`src/rtl/text_pixel_renderer_pkg.sv`:
```
// Shared constants, state encoding and parameter range checks for the text
// pixel renderer and its blink divider.
package text_pixel_renderer_pkg;

  localparam int CHAR_W_DEFAULT    = 8;
  localparam int CHAR_W_MIN        = 4;
  localparam int CHAR_W_MAX        = 16;
  localparam int COLOR_W_DEFAULT   = 3;
  localparam int COLOR_W_MIN       = 1;
  localparam int COLOR_W_MAX       = 8;
  localparam int BLINK_DIV_DEFAULT = 36;
  localparam int BLINK_DIV_MIN     = 2;

  typedef enum logic [1:0] {
    ST_IDLE = 2'd0,
    ST_SHOW = 2'd1,
    ST_HOLD = 2'd2
  } render_state_e;

  function automatic bit params_ok(input int char_w, input int color_w, input int blink_div);
    return (char_w >= CHAR_W_MIN) && (char_w <= CHAR_W_MAX) &&
           (color_w >= COLOR_W_MIN) && (color_w <= COLOR_W_MAX) &&
           (blink_div >= BLINK_DIV_MIN);
  endfunction

endpackage

```
`src/rtl/text_pixel_renderer_blink_divider.sv`:
```
// Frame-rate divider: blink_phase toggles every BLINK_DIV frames and
// cursor_phase toggles at half that rate.
module blink_divider
  import text_pixel_renderer_pkg::*;
#(
  parameter int BLINK_DIV = BLINK_DIV_DEFAULT
) (
  input  logic clk,
  input  logic reset,
  input  logic frame_start,
  output logic blink_phase,
  output logic cursor_phase
);

  localparam int CNT_W = $clog2(BLINK_DIV);
  localparam logic [CNT_W-1:0] CNT_LAST = CNT_W'(BLINK_DIV - 1);

  logic [CNT_W-1:0] frame_cnt_reg;
  logic             blink_reg;
  logic             cursor_reg;
  // Remembers whether the next blink toggle is the second of a pair.
  logic             pair_reg;

  always_ff @(posedge clk) begin
    if (reset) begin
      frame_cnt_reg <= '0;
      blink_reg     <= 1'b0;
      cursor_reg    <= 1'b0;
      pair_reg      <= 1'b0;
    end else if (frame_start) begin
      if (frame_cnt_reg == CNT_LAST) begin
        frame_cnt_reg <= '0;
        blink_reg     <= ~blink_reg;
        pair_reg      <= ~pair_reg;
        if (pair_reg) begin
          cursor_reg <= ~cursor_reg;
        end
      end else begin
        frame_cnt_reg <= frame_cnt_reg + 1'b1;
      end
    end
  end

  assign blink_phase  = blink_reg;
  assign cursor_phase = cursor_reg;

endmodule

```
`src/rtl/text_pixel_renderer.sv`:
```
// Serialises one glyph row per character cell into DAC colours, applying
// attribute blink and cursor inversion, with optional double-width pixels.
module text_pixel_renderer
  import text_pixel_renderer_pkg::*;
#(
  parameter int CHAR_W    = CHAR_W_DEFAULT,
  parameter int COLOR_W   = COLOR_W_DEFAULT,
  parameter int BLINK_DIV = BLINK_DIV_DEFAULT
) (
  input  logic               clk,
  input  logic               reset,
  input  logic               drawing,
  input  logic               char_start,
  input  logic [CHAR_W-1:0]  row_pixels,
  input  logic [COLOR_W-1:0] foreground,
  input  logic [COLOR_W-1:0] background,
  input  logic               blink,
  input  logic               cursor_here,
  input  logic               cursor_row,
  input  logic               xdouble,
  input  logic               frame_start,
  output logic [COLOR_W-1:0] dac,
  output logic               blink_phase
);

  localparam int IDX_W = $clog2(CHAR_W);
  localparam logic [IDX_W-1:0] IDX_TOP = IDX_W'(CHAR_W - 1);

  if (!params_ok(CHAR_W, COLOR_W, BLINK_DIV)) begin : g_param_error
    $error("text_pixel_renderer: parameter out of range");
  end

  render_state_e      state_reg, state_next;
  logic [CHAR_W-1:0]  pix_reg, pix_next;
  logic [COLOR_W-1:0] fg_reg, fg_next;
  logic [COLOR_W-1:0] bg_reg, bg_next;
  logic               blink_reg, blink_next;
  logic               cursor_reg, cursor_next;
  logic               xdouble_reg, xdouble_next;
  logic [IDX_W-1:0]   idx_reg, idx_next;
  // In double-width mode, set while the second clock of a pixel is shown.
  logic               half_reg, half_next;
  logic [COLOR_W-1:0] dac_reg, dac_next;

  logic cursor_phase;
  logic bit_on;
  logic pixel_on;

  blink_divider #(
    .BLINK_DIV (BLINK_DIV)
  ) u_blink_divider (
    .clk          (clk),
    .reset        (reset),
    .frame_start  (frame_start),
    .blink_phase  (blink_phase),
    .cursor_phase (cursor_phase)
  );

  always_ff @(posedge clk) begin
    if (reset) begin
      state_reg   <= ST_IDLE;
      pix_reg     <= '0;
      fg_reg      <= '0;
      bg_reg      <= '0;
      blink_reg   <= 1'b0;
      cursor_reg  <= 1'b0;
      xdouble_reg <= 1'b0;
      idx_reg     <= '0;
      half_reg    <= 1'b0;
      dac_reg     <= '0;
    end else begin
      state_reg   <= state_next;
      pix_reg     <= pix_next;
      fg_reg      <= fg_next;
      bg_reg      <= bg_next;
      blink_reg   <= blink_next;
      cursor_reg  <= cursor_next;
      xdouble_reg <= xdouble_next;
      idx_reg     <= idx_next;
      half_reg    <= half_next;
      dac_reg     <= dac_next;
    end
  end

  always_comb begin
    state_next   = state_reg;
    pix_next     = pix_reg;
    fg_next      = fg_reg;
    bg_next      = bg_reg;
    blink_next   = blink_reg;
    cursor_next  = cursor_reg;
    xdouble_next = xdouble_reg;
    idx_next     = idx_reg;
    half_next    = half_reg;

    if (char_start) begin
      pix_next     = row_pixels;
      fg_next      = foreground;
      bg_next      = background;
      blink_next   = blink;
      cursor_next  = cursor_here & cursor_row;
      xdouble_next = xdouble;
      idx_next     = IDX_TOP;
      half_next    = 1'b0;
      state_next   = ST_SHOW;
    end else begin
      case (state_reg)
        ST_SHOW: begin
          if (!xdouble_reg || half_reg) begin
            half_next = 1'b0;
            if (idx_reg == '0) begin
              state_next = ST_HOLD;
            end else begin
              idx_next = idx_reg - 1'b1;
            end
          end else begin
            half_next = 1'b1;
          end
        end
        default: ;
      endcase
    end
  end

  // The pixel driven this edge comes from the shadow set as it stood before the edge.
  always_comb begin
    bit_on   = (state_reg == ST_SHOW) ? pix_reg[idx_reg] : 1'b0;
    pixel_on = 1'b0;
    if (state_reg != ST_IDLE) begin
      pixel_on = (bit_on & (~blink_reg | blink_phase)) ^ (cursor_reg & cursor_phase);
    end
    if (!drawing) begin
      dac_next = '0;
    end else if (pixel_on) begin
      dac_next = fg_reg;
    end else begin
      dac_next = bg_reg;
    end
  end

  assign dac = dac_reg;

endmodule

```
`config.mk`:
```
export PLATFORM = sky130hd
export DESIGN_NAME = text_pixel_renderer
export DESIGN_NICKNAME = d
export VERILOG_FILES = /design/src/rtl/text_pixel_renderer_pkg.sv /design/src/rtl/text_pixel_renderer_blink_divider.sv /design/src/rtl/text_pixel_renderer.sv
export SDC_FILE = /design/constraint.sdc
export NUM_CORES = 1
export LEC_CHECK = 0
export ABC_AREA = 1
export ABC_CLOCK_PERIOD_IN_PS = 1700
export CORE_MARGIN = 4
export CORE_UTILIZATION = 51
export CTS_CLUSTER_DIAMETER = 200
export DETAILED_ROUTE_END_ITERATION = 10
export GPL_TIMING_DRIVEN = 0
export PLACE_DENSITY = 0.78
export SETUP_SLACK_MARGIN = 0.3
export SYNTH_ARGS = -nofsm -noshare
export SYNTH_HDL_FRONTEND = slang
export SYNTH_SLANG_ARGS = --single-unit
export TNS_END_PERCENT = 20
```
`constraint.sdc`:
```
create_clock -name clk -period 1.7 [get_ports clk]
set_input_delay 0.34 -clock clk [delete_from_list [all_inputs] [get_ports clk]]
set_output_delay 0.34 -clock clk [all_outputs]
set_load 0.005 [all_outputs]
```
# After elaboration in Yosys (flattened, before gate mapping)
# Cells that the tools add are included.
[word_totals]
reg_bits = 35
in_bits = 23
output_inout_bits = 4
word_cells = 60
[classes]
addsub = 2
magnitude_cmp = 1
n_eq_ne = 3
n_mux = 15
bitwise = 10
reduce_logical = 14
[op_table]
columns = ["operator", "count"]
rows = [
  ["3-bit two-way mux", 5],
  ["3-bit AND reduction", 4],
  ["1-bit two-way mux", 8],
  ["2-bit nonzero test", 4],
  ["6-bit by 1-bit adder with 6-bit output, second input constant", 1],
  ["6-bit == test, second input constant", 1],
  ["6-bit two-way mux", 1],
  ["1-bit inverter", 5],
  ["3-bit by 4-bit less-than comparator with 1-bit output, second input constant", 1],
  ["2-bit OR reduction", 2],
  ["1-bit AND", 3],
  ["1-bit binary-select mux with 3-bit select", 1],
  ["3-bit zero test", 1],
  ["3-bit by 1-bit subtractor with 3-bit output, second input constant", 1],
  ["2-bit by 1-bit == test with 1-bit output, second input constant", 1],
  ["2-bit != test, second input constant", 1],
  ["2-bit AND reduction", 1],
  ["1-bit zero test", 1],
  ["1-bit logical OR", 1],
  ["1-bit OR", 1],
  ["1-bit XOR", 1],
]

# Longest topological paths before layout
# Gate-level depths: netlist of the first run.
[depth]
ltp_word = 7
mapped_depth = 11
mapped_depth_nobuf = 11

# Modules after synthesis
# From an unflattened synthesis of the first run, not the netlist that was laid out.
[unflattened]
hier_cells = 224
hier_area_um2 = 1641.6
[modules_own_cells]
columns = ["module", "n_inst", "cells_each", "area_per_inst_um2", "seq_area_each_um2"]
rows = [
  ["text_pixel_renderer", 1, 159, 1172.4, 520.5],
  ["blink_divider", 1, 65, 469.2, 180.2],
]

# Worst setup path before layout of the first run
# OpenSTA, ideal clock, no wires.
[synth_path]
path_type = "register -> register"
start = "register idx_reg[0]"
end = "register idx_reg[2]"
setup_ns = 0.132
t_arrival_ns = 1.103
required_ns = 1.568
slack_ns = 0.465
stages_incl_launch_ff = 9
n_path_buf = 0
period_less_slack_ns = 1.235
path_cell_list = "dfxtp_1 -> inv_2 -> ha_1 -> nand2_1 -> nand2_1 -> inv_2 -> nand2_1 -> a21oi_1 -> a21oi_1"
[synth_via]
elab_chain_cells = 5
elab_cells_between_ends = 8
cone_classes = "1 x add/sub; 1 x eq/ne; 4 x mux; 2 x reduce/logical"
[synth_rtl]
columns = ["item", "line", "text"]
rows = [
  ["start: declaration", "text_pixel_renderer.sv:40", "logic [IDX_W-1:0] idx_reg, idx_next;"],
  ["start signal: assignment", "text_pixel_renderer.sv:79", "idx_reg <= idx_next;"],
  ["3-bit by 1-bit subtractor with 3-bit output", "text_pixel_renderer.sv:114", "idx_next = idx_reg - 1'b1;"],
  ["3-bit two-way mux", "text_pixel_renderer.sv:111", "if (idx_reg == '0) begin"],
  ["3-bit two-way mux", "text_pixel_renderer.sv:109", "if (!xdouble_reg || half_reg) begin"],
  ["3-bit two-way mux", "text_pixel_renderer.sv:107", "case (state_reg)"],
  ["3-bit two-way mux", "text_pixel_renderer.sv:96", "if (char_start) begin"],
]
# Parallel ways exist; a longest one is shown, timed or not. The select of a mux whose other input is x is not followed.
# A chain may end at the register's enable or synchronous reset.

# Worst setup path after layout of the first run
[layout_path]
start = "register dac_reg[2], in the netlist dac[2]"
end = "output port dac[2]"
[layout_lines]
columns = ["item", "line", "text"]
rows = [
  ["start: declaration", "text_pixel_renderer.sv:43", "logic [COLOR_W-1:0] dac_reg, dac_next;"],
  ["start signal: assignment", "text_pixel_renderer.sv:81", "dac_reg <= dac_next;"],
  ["end: declaration", "text_pixel_renderer.sv:22", "output logic [COLOR_W-1:0] dac,"],
]
# No word-level cell between the ends.

==> impl_metrics.env, run 1 <==
export IMPL_outcome="finished clean"
export IMPL_placed_cells=257
export IMPL_die_w_um=61.8
export IMPL_path_class="register to output port"
export IMPL_antenna_found_initial=0
export IMPL_drive_gt1_share_pct=9.36
export IMPL_finalCriticalPeriod_ps=1500
export IMPL_nets=260
export IMPL_num_antenna_cells=0
export IMPL_ios=27
export IMPL_vias_per_cell=5.18
export IMPL_cts_buffers=5
export IMPL_core_region_area_mm2=0.00276
export IMPL_syn_area_mm2=0.00148
export IMPL_slowest_stage="clkdlybuf4s50_1"
export IMPL_ys_types=22
export IMPL_worstPathRequired_ps=1360
export IMPL_syn_avg_cell_area_um2=7.39
export IMPL_synth_top_area_share_pct=47.4
export IMPL_hold_class="register to register"
export IMPL_cts_tree="built"
export IMPL_start_kind="register"
export IMPL_synth_edf_count=0
export IMPL_start_util_pct=53.6
export IMPL_crit_chain="clkdlybuf4s50_1"
export IMPL_hold_violations=0
export IMPL_remaining_drc_errors=0
export IMPL_tightest_slew_ps=498
export IMPL_syn_nets=226
export IMPL_numPortBuffers=26
export IMPL_regArea_um2=702
export IMPL_setup_viol=0
export IMPL_largest_reg_flops=8
export IMPL_p_per_area_mw_per_mm2=838
export IMPL_ys_top_cells_by_count="54 x nand2_1, 35 x dfxtp_1, 21 x a21oi_1"
export IMPL_hpwlAfterDp_um=2430
export IMPL_cts_htree_levels=2
export IMPL_multi_input_area_um2=661
export IMPL_die_area_mm2=0.00382
export IMPL_placed_area_mm2=0.00178
export IMPL_clock_latency_ps=340
export IMPL_yosys_area_top_type="dfxtp_1"
export IMPL_syn_inst=200
export IMPL_cp_data_arrival_time_ps=1160
export IMPL_final_cells=266
export IMPL_final_max_slew_viol_count=0
export IMPL_wirelength_um=3320
export IMPL_cp_end_kind="output port"
export IMPL_leakagePower_nw=0.843
export IMPL_hold_ws_ps=473
export IMPL_cts_clk_slew_worst_paths_ps=100
export IMPL_irDropWorstVdd_mv=0.746
export IMPL_yosys_top_cells_area="dfxtp_1 47%, nand2_1 14%, a21oi_1 7.1%"
export IMPL_post_route_period_util_pct=88.0
export IMPL_max_cap_violations=0
export IMPL_first_pass_iters=4
export IMPL_synth_seq_cells=35
export IMPL_slowest_delay_ps=490
export IMPL_relSlewSlack_pct=66.8
export IMPL_ys_flop_type="dfxtp_1"
export IMPL_grt_max_degree=11
export IMPL_drt_wirelength_per_cell_um=12.5
export IMPL_cts_buffer_depth=2
export IMPL_yosys_warnings=0
export IMPL_cts_hold_buffers=0
export IMPL_antenna_left=0
export IMPL_grt_pass1_wl_um=5390
export IMPL_worst_path_buf_inv=1
export IMPL_fmaxAchievable_mhz=668
export IMPL_cp_top_family="buffers and inverters"
export IMPL_drt_initial_drc_count=62
export IMPL_gr_usage_all_layers_pct=19.4
export IMPL_yosysSeqAreaShare_pct=47.4
export IMPL_grt_pass1_vias=1306
export IMPL_syn2layout_area_growth_pct=24.8
export IMPL_vias=1379
export IMPL_die_h_um=61.8
export IMPL_gr_total_overflow=0
export IMPL_design_area_mm2=0.00184
export IMPL_post_synth_top_count_cell="nand2_1"
export IMPL_cp_max_fo=1
export IMPL_clock_sinks=35
export IMPL_fin_skew_ps=8.31
export IMPL_rsz0062_at_grt="yes"
export IMPL_async_reset_ff_share_pct=0
export IMPL_fp_row_count=19
export IMPL_nFillCells=252
export IMPL_place_congestion=0.840
export IMPL_cts_root_buf="clkbuf_4"
-- power breakdown --
part           internal (W)  switching [W]
combinational      0.000105       0.000123
clock              0.000161       0.000270
sequential         0.000861      0.0000264
-- logic make-up (layout without fill, tap and decap cells) --
kind of cell / after synthesis / after routing / share of synthesized area (%)
flops: 35 / 35 / 47.4
buf+inv: 31 / 66 / 7.88
simple gates: 94 / 94 / 28.6
fa+ha+maj: 3 / 3 / 2.54
compound gates: 34 / 34 / 11.8
xor+xnor: 3 / 3 / 1.78
-- stage by stage --
| stage | power (W) | utilization [%] | setup slack, ps | setup TNS [ps] |
|---|---|---|---|---|
| 2_1_floorplan | 0.00104 | - | 465 | 0 |
| 3_3_place_gp | 0.00112 | 64.4 | -178 | -1600 |
| 3_5_place_dp | 0.00113 | 64.4 | -189 | -1710 |
| 4_1_cts | 0.00155 | 66.6 | 175 | 0 |
| 5_1_grt | 0.00162 | 66.9 | 156 | 0 |
| 6_report | 0.00155 | 66.9 | 204 | 0 |
-- layer usage --
layer	global-route usage (%)	share of wire [%]
met1	20.5	42
met2	34.2	50
met3	7.64	5.9
met4	8.18	1.6
met5	0	0
-- what timing repair did --
item                       in CTS  in global routing
buffers inserted                1                  0
setup endpoints to repair      16                 17
pin swaps                       0                  0
gates cloned                    0                  0
gates resized for setup         2                  3
-- area by class of cell --
cell class / instances / area share (%)
multi-input combinational: 134 / 35.8
clock inverter: 1 / 0.271
buffer: 6 / 1.29
tap: 31 / 2.10
timing repair buffer: 27 / 14.9
clock buffer: 7 / 2.44
inverter: 25 / 5.09
sequential: 35 / 38.1
-- placed cells by master, fill, tap and decap left out, types with 4 or more instances in the layout --
cell             instances
nand2_1                 54
dfxtp_1                 34
clkdlybuf4s50_1         23
a21oi_1                 21
inv_1                   16
nor2_1                  12
nand3_1                 12
o21ai_0                  9
inv_2                    7
clkbuf_1                 7
clkbuf_4                 5
nor3_1                   4
nand4_1                  4
-- worst paths after layout --
| path | start | endpoint | slack (ps) | cells past startpoint |
|---|---|---|---|---|
| worst max-delay path | dac[2] | dac[2] | 200 | 1 |
| worst min register to register | pix_reg[0] | pix_reg[0] | 470 | 2 |
| worst max register to register | idx_reg[0] | idx_reg[2] | 270 | 8 |
| worst min-delay path | pix_reg[0] | pix_reg[0] | 470 | 2 |
Power figures use the tool's default switching activity.
==> run 2: changes to the inputs <==
--- a/config.mk
+++ b/config.mk
@@ -13,7 +13,6 @@
 export DETAILED_ROUTE_END_ITERATION = 10
 export GPL_TIMING_DRIVEN = 0
 export PLACE_DENSITY = 0.78
-export SETUP_SLACK_MARGIN = 0.3
 export SYNTH_ARGS = -nofsm -noshare
 export SYNTH_HDL_FRONTEND = slang
 export SYNTH_SLANG_ARGS = --single-unit
==> run 2 against run 1 <==
  * Combinational power hardly changed
  * Total power hardly changed
  * Core utilization is 0.64 points lower
  * Sequential cell count stayed put
  * Register-to-register slack worse by 20 ps
  * Design area is 0.95% lower
  * Cell count is 0.38% lower
  * Setup slack worse by 96 ps
  * First-iteration DRC count is 15% lower
  * Clock skew hardly changed
  * Non-clock buffer count is 1 lower
  * Worst hold slack hardly changed
  * Critical endpoint is now blink_phase
==> impl_metrics.env, run 2 (synthesis gave the netlist of run 1 again) <==
export IMPL_outcome="finished clean"
export IMPL_drt_initial_drc_count=53
export IMPL_final_cells=265
export IMPL_drive_gt1_share_pct=8.12
export IMPL_nFillCells=257
export IMPL_cts_buffer_depth=2
export IMPL_hpwlAfterDp_um=2430
export IMPL_clock_sinks=35
export IMPL_fp_row_count=19
export IMPL_grt_pass1_vias=1307
export IMPL_cp_data_arrival_time_ps=1250
export IMPL_first_pass_iters=4
export IMPL_cts_root_buf="clkbuf_4"
export IMPL_die_area_mm2=0.00382
export IMPL_slowest_stage="clkdlybuf4s50_1"
export IMPL_worstPathRequired_ps=1360
export IMPL_setup_viol=0
export IMPL_layout_setup_ws_ps=108
export IMPL_layout_common_cells="54 x nand2_1, 35 x dfxtp_1, 26 x clkdlybuf4s50_1, 21 x a21oi_1, 16 x inv_1"
export IMPL_cp_max_fo=4
export IMPL_grt_max_degree=11
export IMPL_start_kind="register"
export IMPL_irDropWorstVdd_mv=0.764
export IMPL_vias_per_cell=5.15
export IMPL_rsz0062_at_grt="no"
export IMPL_tightest_slew_ps=531
export IMPL_ios=27
export IMPL_max_cap_violations=0
export IMPL_die_h_um=61.8
export IMPL_cts_htree_levels=2
export IMPL_gr_total_overflow=0
export IMPL_final_max_slew_viol_count=0
export IMPL_cts_hold_buffers=0
export IMPL_path_class="register to output port"
export IMPL_dp_slack_ps=-189
export IMPL_worst_path_buf_inv=1
export IMPL_cts_buffers=5
export IMPL_clock_latency_ps=340
export IMPL_largest_reg_flops=8
export IMPL_cp_end_kind="output port"
export IMPL_hold_class="register to register"
export IMPL_remaining_drc_errors=0
export IMPL_gr_usage_all_layers_pct=19.3
export IMPL_num_antenna_cells=0
export IMPL_drt_wirelength_per_cell_um=12.5
export IMPL_slowest_delay_ps=520
export IMPL_start_util_pct=53.6
export IMPL_cts_clk_slew_worst_paths_ps=100
export IMPL_place_congestion=0.840
export IMPL_nets=259
export IMPL_crit_chain="clkdlybuf4s50_1"
export IMPL_hold_violations=0
export IMPL_final_common_cell="nand2_1"
export IMPL_relSlewSlack_pct=64.6
export IMPL_cts_resized=0
export IMPL_fin_skew_ps=7.90
export IMPL_cp_top_family="buffers and inverters"
export IMPL_cts_tree="built"
export IMPL_ff2ff_setup_slack_ps=250
export IMPL_post_route_period_util_pct=93.6
export IMPL_die_w_um=61.8
export IMPL_numPortBuffers=26
export IMPL_core_region_area_mm2=0.00276
export IMPL_placed_cells=257
export IMPL_postCtsSetupBuffers=0
export IMPL_syn2layout_area_growth_pct=23.6
export IMPL_leakagePower_nw=0.779
export IMPL_p_per_area_mw_per_mm2=846
export IMPL_wirelength_um=3300
export IMPL_vias=1364
export IMPL_antenna_found_initial=0
export IMPL_grt_pass1_wl_um=5370
export IMPL_fmaxAchievable_mhz=628
export IMPL_antenna_left=0
export IMPL_finalCriticalPeriod_ps=1590
-- run 2: per-stage QoR --
stage                     hold slack [ps]  power (W)  utilization (%)  TNS (ps)  cell area (um^2)
after global placement                434    0.00112             64.4     -1600              1780
after floorplan                       423    0.00104                -         0              1480
final                                 474    0.00155             66.2         0              1830
after CTS                             472    0.00155             66.2         0              1830
after detailed placement              457    0.00113             64.4     -1710              1780
after global routing                  490    0.00162             66.2         0              1830
-- run 2: layout make-up --
cell class / instances / area (um^2) / share of cell area [%]
inverters: 25 / 93.8 / 5.14
multi-input cells: 134 / 661 / 36.2
plain buffers: 6 / 22.5 / 1.23
flip-flops and latches: 35 / 701 / 38.4
well taps: 31 / 38.8 / 2.12
clock inverters: 1 / 5.00 / 0.274
repair buffers: 26 / 260 / 14.2
clock buffers: 7 / 45.0 / 2.47
-- run 2: report_power, final --
group	leakage [nW]	switching [W]	total, W	internal, W
sequential	0.287	0.0000265	0.000887	0.000861
combinational	0.463	0.000123	0.000228	0.000105
clock	0.0293	0.000269	0.000431	0.000161
-- run 2: worst paths after layout --
kind,startpoint,to,depth (start not counted)
setup reg to reg,idx_reg[0],idx_reg[2],8
setup / recovery,u_blink_divider.blink_phase,blink_phase,1
hold / removal,pix_reg[5],pix_reg[5],2
hold reg to reg,pix_reg[5],pix_reg[5],2
-- run 2: routing by layer --
| metal | global-route usage [%] | vias up | share of wire [%] |
|---|---|---|---|
| li1 | - | 710 | - |
| met1 | 20.4 | 618 | 42 |
| met2 | 34.5 | 30 | 51 |
| met3 | 7.44 | 6 | 5.2 |
| met4 | 7.27 | 0 | 1.6 |
| met5 | 0 | - | 0 |
==> edit 1 (settings of run 1) <==
`COLOR_W_DEFAULT`: 3 -> 6.
--- a/src/rtl/text_pixel_renderer_pkg.sv
+++ b/src/rtl/text_pixel_renderer_pkg.sv
@@ -6,5 +6,5 @@
   localparam int CHAR_W_MIN        = 4;
   localparam int CHAR_W_MAX        = 16;
-  localparam int COLOR_W_DEFAULT   = 3;
+  localparam int COLOR_W_DEFAULT   = 6;
   localparam int COLOR_W_MIN       = 1;
   localparam int COLOR_W_MAX       = 8;
Ports: changed (resized background, dac and foreground); port bits go from 27 to 36. The function was not compared with the original's and may differ.
==> edit 1 against run 1 <==
Power grew 32%; critical path depth unchanged; cell area rose by 30%; via count is 20% higher; die area is 20% higher; first-iteration DRC count rose by 26%; clock power increased by 44%; wire length is 15% higher; synthesized area is 23% higher; worst setup slack improved by 7.6 ps; combinational power is 32% higher; sequential cell count grew 9; critical path type unchanged; critical endpoint is now dac[5]; largest cell class unchanged; largest power group unchanged; highest routed layer unchanged.
==> edit 1: results (changes against run 1) <==
outcome: "finished, final reports clean"
grtUsageMet1_pct: 18.9  # -1.7 points
pg_seq_mw: 1.12  # +26%
p_int_mw: 1.54  # +36%
synth_compound_area_share_pct: 11.4  # -0.40 points
grt_max_degree: 14  # +3
p_clk_uw: 620  # +44%
ys_seq_area_share_pct: 48.5  # +1.1 points
stdcell_area_um2: 2390  # +30%
path_clk_slew_ps: 120  # +20 ps
slew_headroom_pct: 66.1  # -0.70 points
path_delay_family: "buffers and inverters"
dpl-instance-area_um2: 2210  # +25%
grt_usage_pct: 16.8  # -2.6 points
drive_above_1_share_pct: 16.0  # +6.6 points
wl_per_cell_um: 11.4  # -8.7%
root_buffer: "clkbuf_4"
synthCells: 241  # +21%
synthArstFlopShare_pct: 0  # unchanged
gp_congestion: 0.807  # -4.0%
synth_cell_types: 24  # +9.1%
cts_resized: 3  # +1
syn_nets: 273  # +21%
grt_pass1_vias: 1399  # +7.1%
synthAdderAreaFrac_pct: 2.07  # -0.47 points
fin_skew_ps: 5.14  # -3.17 ps
drt-met1-wl_um: 1580  # +12%
power_leakage_nw: 1.02  # +21%
grt_util_met2_pct: 29.9  # -4.3 points
dr.pass1.iters: 4  # unchanged
synth_area_leaders: "dfxtp_1 49%, nand2_1 13%, a21oi_1 5.8%, inv_1 4.5%, nand3_1 3.9%"
critical_path.max_stage_delay_ps: 490  # about the same
via_count: 1657  # +20%
topRoutingLayerUsed: "met4"
wl_met3_um: 264  # +35%
met2_length_um: 1910  # +15%
io_buffers: 34  # +31%
hpwlAfterDp_um: 2700  # +11%
dp_slack_ps: -1.43  # +188 ps
final_cells: 334  # +26%
met3_usage_pct: 4.66  # -3.0 points
peakVddDrop_mv: 0.609  # -18%
power_density_nw_per_um2: 851  # +1.5%
dpl.cell_count: 321  # +25%
synth_xor_area_share_pct: 1.45  # -0.33 points
hold_class: "in -> reg"
drt_iter0_markers: 78  # +26%
num-fill-cells: 269  # +6.7%
ys_top_cells_by_count: "64 x nand2_1, 44 x dfxtp_1, 22 x inv_1"
grt_pass1_wl_um: 5800  # +7.7%
## edit 1: changes by cell type after synthesis, moves of 3 or more
cell,change
nand2_1,+10
o21ai_1,+10
dfxtp_1,+9
o21ai_0,-8
inv_1,+6
nor2_1,+6
nand3_2,+4
nor2_2,+3
## edit 1: worst paths after layout
path	slack, ps	to	cells after the start	startpoint
worst min-delay path	370	pix_reg[5]$_SDFFE_PP0P_	3	char_start
worst max-delay path	210	dac[5]	1	dac[5]$_SDFF_PP0_
worst max register to register	310	dac[4]$_SDFF_PP0_	12	idx_reg[0]$_SDFFE_PP0P_
worst min register to register	470	fg_reg[5]$_SDFFE_PP0P_	2	fg_reg[5]$_SDFFE_PP0P_
## edit 1: layout make-up
cell class                      instances  share of cell area [%]
Clock buffer                            6                    1.72
Multi-Input combinational cell        161                    35.2
Inverter                               28                    4.60
Tap cell                               46                    2.40
Buffer                                  8                    1.57
Sequential cell                        44                    37.1
Clock inverter                          2                    1.46
Timing Repair Buffer                   39                    15.9
==> edit 2 (config.mk and constraints of run 1) <==
Without the edit above. Compare `frame_cnt_reg` against `CNT_LAST` with >= in place of ==.
--- a/src/rtl/text_pixel_renderer_blink_divider.sv
+++ b/src/rtl/text_pixel_renderer_blink_divider.sv
@@ -29,5 +29,5 @@
       pair_reg      <= 1'b0;
     end else if (frame_start) begin
-      if (frame_cnt_reg == CNT_LAST) begin
+      if (frame_cnt_reg >= CNT_LAST) begin
         frame_cnt_reg <= '0;
         blink_reg     <= ~blink_reg;
Check against the original RTL: same outputs for any inputs over 10 cycles, from zero or initial values and one cycle with reset high; that may be too few to reach the edited logic, so the function may still have changed.
==> edit 2 against run 1 <==
Wire length down 10%; sequential power about the same; synthesized area up 2.9%; worst setup slack better by 97 ps; power up 7.4%; largest power group unchanged; die area up 2.5%; sequential cell count unchanged; critical path type is now reg -> reg; cell area up 2.7%.
==> edit 2: results (changes against run 1) <==
outcome: "finished, final reports clean"
grt_max_degree: 11  # unchanged
min-delay-start: "reset"
dpl-instance-area_um2: 1810  # +1.8%
synth_area_leaders: "dfxtp_1 46%, nand2_1 14%, a21oi_1 5.6%, nand3_1 4.6%, inv_1 4.4%"
dp_slack_ps: -49.8  # +139 ps
wl_met3_um: 137  # -30%
critical_path.max_stage_delay_ps: 380  # -110 ps
critPathMaxFanout: 7  # +6
final_cells: 268  # +0.75%
gp_congestion: 0.894  # +6.4%
hold_ws_ps: 343  # -130 ps
grt_pass1_wl_um: 5350  # -0.63%
peakVddDrop_mv: 0.567  # -24%
met2_length_um: 1400  # -16%
drive_above_1_share_pct: 10.5  # +1.2 points
cts_buffers: 5  # unchanged
reg2reg_to: "dac[1]$_SDFF_PP0_"
synth_cell_types: 26  # +18%
hold_depth: 2  # unchanged
power_leakage_nw: 0.850  # +0.92%
ys_seq_area_share_pct: 46.1  # -1.3 points
ys_warn_count: 0  # unchanged
num-fill-cells: 252  # unchanged
root_buffer: "clkbuf_4"
grt_util_met2_pct: 27.7  # -6.5 points
grt_pass1_vias: 1281  # -1.9%
slew_headroom_pct: 70.0  # +3.1 points
clock_path_buffers: 2  # unchanged
cts_resized: 2  # unchanged
via_count: 1364  # -1.1%
rrSetupSlack_ps: 300  # +30 ps
wl_per_cell_um: 11.1  # -11%
drt-met1-wl_um: 1360  # -3.6%
ys_top_cells_by_count: "55 x nand2_1, 35 x dfxtp_1, 18 x inv_1"
hold_class: "in -> reg"
multi_input_area_um2: 697  # +5.5%
synth_area_per_cell_um2: 7.49  # +1.4%
io_buffers: 25  # -3.8%
drt_iter0_markers: 61  # -1.6%
met3_usage_pct: 4.32  # -3.3 points
syn_nets: 229  # +1.3%
dpl.cell_count: 259  # +0.78%
antenna_found_initial: 0  # unchanged
required_ps: 1980  # +620 ps
reg2reg_depth: 11  # +3
cts_max_level: 2  # unchanged
grt_usage_pct: 16.9  # -2.5 points
n_antenna_cell: 0  # unchanged
grtUsageMet1_pct: 20.3  # -0.24 points
sw_frac_of_total_pct: 26.5  # -0.67 points
crit_slowest_cell: "dfxtp_1"
hpwlAfterDp_um: 2150  # -11%
fin_skew_ps: 5.07  # -3.24 ps
path_class: "reg -> reg"
whs_endpoint: "blink_reg$_SDFFE_PP0P_"
edit 2: worst max path at each step:
| stage | to | slack (ps) | cells after the start |
|---|---|---|---|
| 4_1_cts | dac[0] | 210 | 1 |
| 5_1_grt | dac[1]$_SDFF_PP0_ | 180 | 11 |
| 2_1_floorplan | u_blink_divider.cursor_phase$_SDFFE_PP0P_ | 520 | 8 |
| 3_3_place_gp | pix_reg[2]$_SDFFE_PP0P_ | -20 | 5 |
| 6_report | dac[1]$_SDFF_PP0_ | 300 | 11 |
| 3_5_place_dp | pix_reg[0]$_SDFFE_PP0P_ | -50 | 5 |
edit 2: area by class of cell:
cell class                 count  area share (%)
inverter                      26            5.15
timing repair buffer          26            13.9
sequential                    35            37.1
clock buffer                   8            3.63
buffer                         6            1.39
tap                           31            2.05
multi-input combinational    136            36.8
edit 2: power by group through the flow:
| stage | Combinational [mW] | Sequential (mW) | Clock (mW) |
|---|---|---|---|
| 2_1_floorplan | 0.169 | 0.901 | 0 |
| 4_1_cts | 0.261 | 0.888 | 0.519 |
| 5_1_grt | 0.297 | 0.896 | 0.579 |
| 3_3_place_gp | 0.255 | 0.906 | 0 |
| 6_report | 0.260 | 0.888 | 0.513 |
| 3_5_place_dp | 0.259 | 0.907 | 0 |
edit 2: cells by family after synthesis:
| logic type | after synthesis | synth area share (%) |
|---|---|---|
| AND/OR/NAND/NOR | 98 | 29.9 |
| flip-flops | 35 | 46.1 |
| buffers and inverters | 32 | 8.07 |
| AO/OA/AOI/OAI | 31 | 11.1 |
| XOR/XNOR | 3 | 1.73 |
| adder cells (fa/ha/maj) | 3 | 2.47 |
| multiplexers | 1 | 0.658 |
edit 2: worst max-delay path: cells and delay by family (launching register included):
family,cells,cell delay [ps]
buf+inv,2,180
simple gates,9,790
flops,1,380
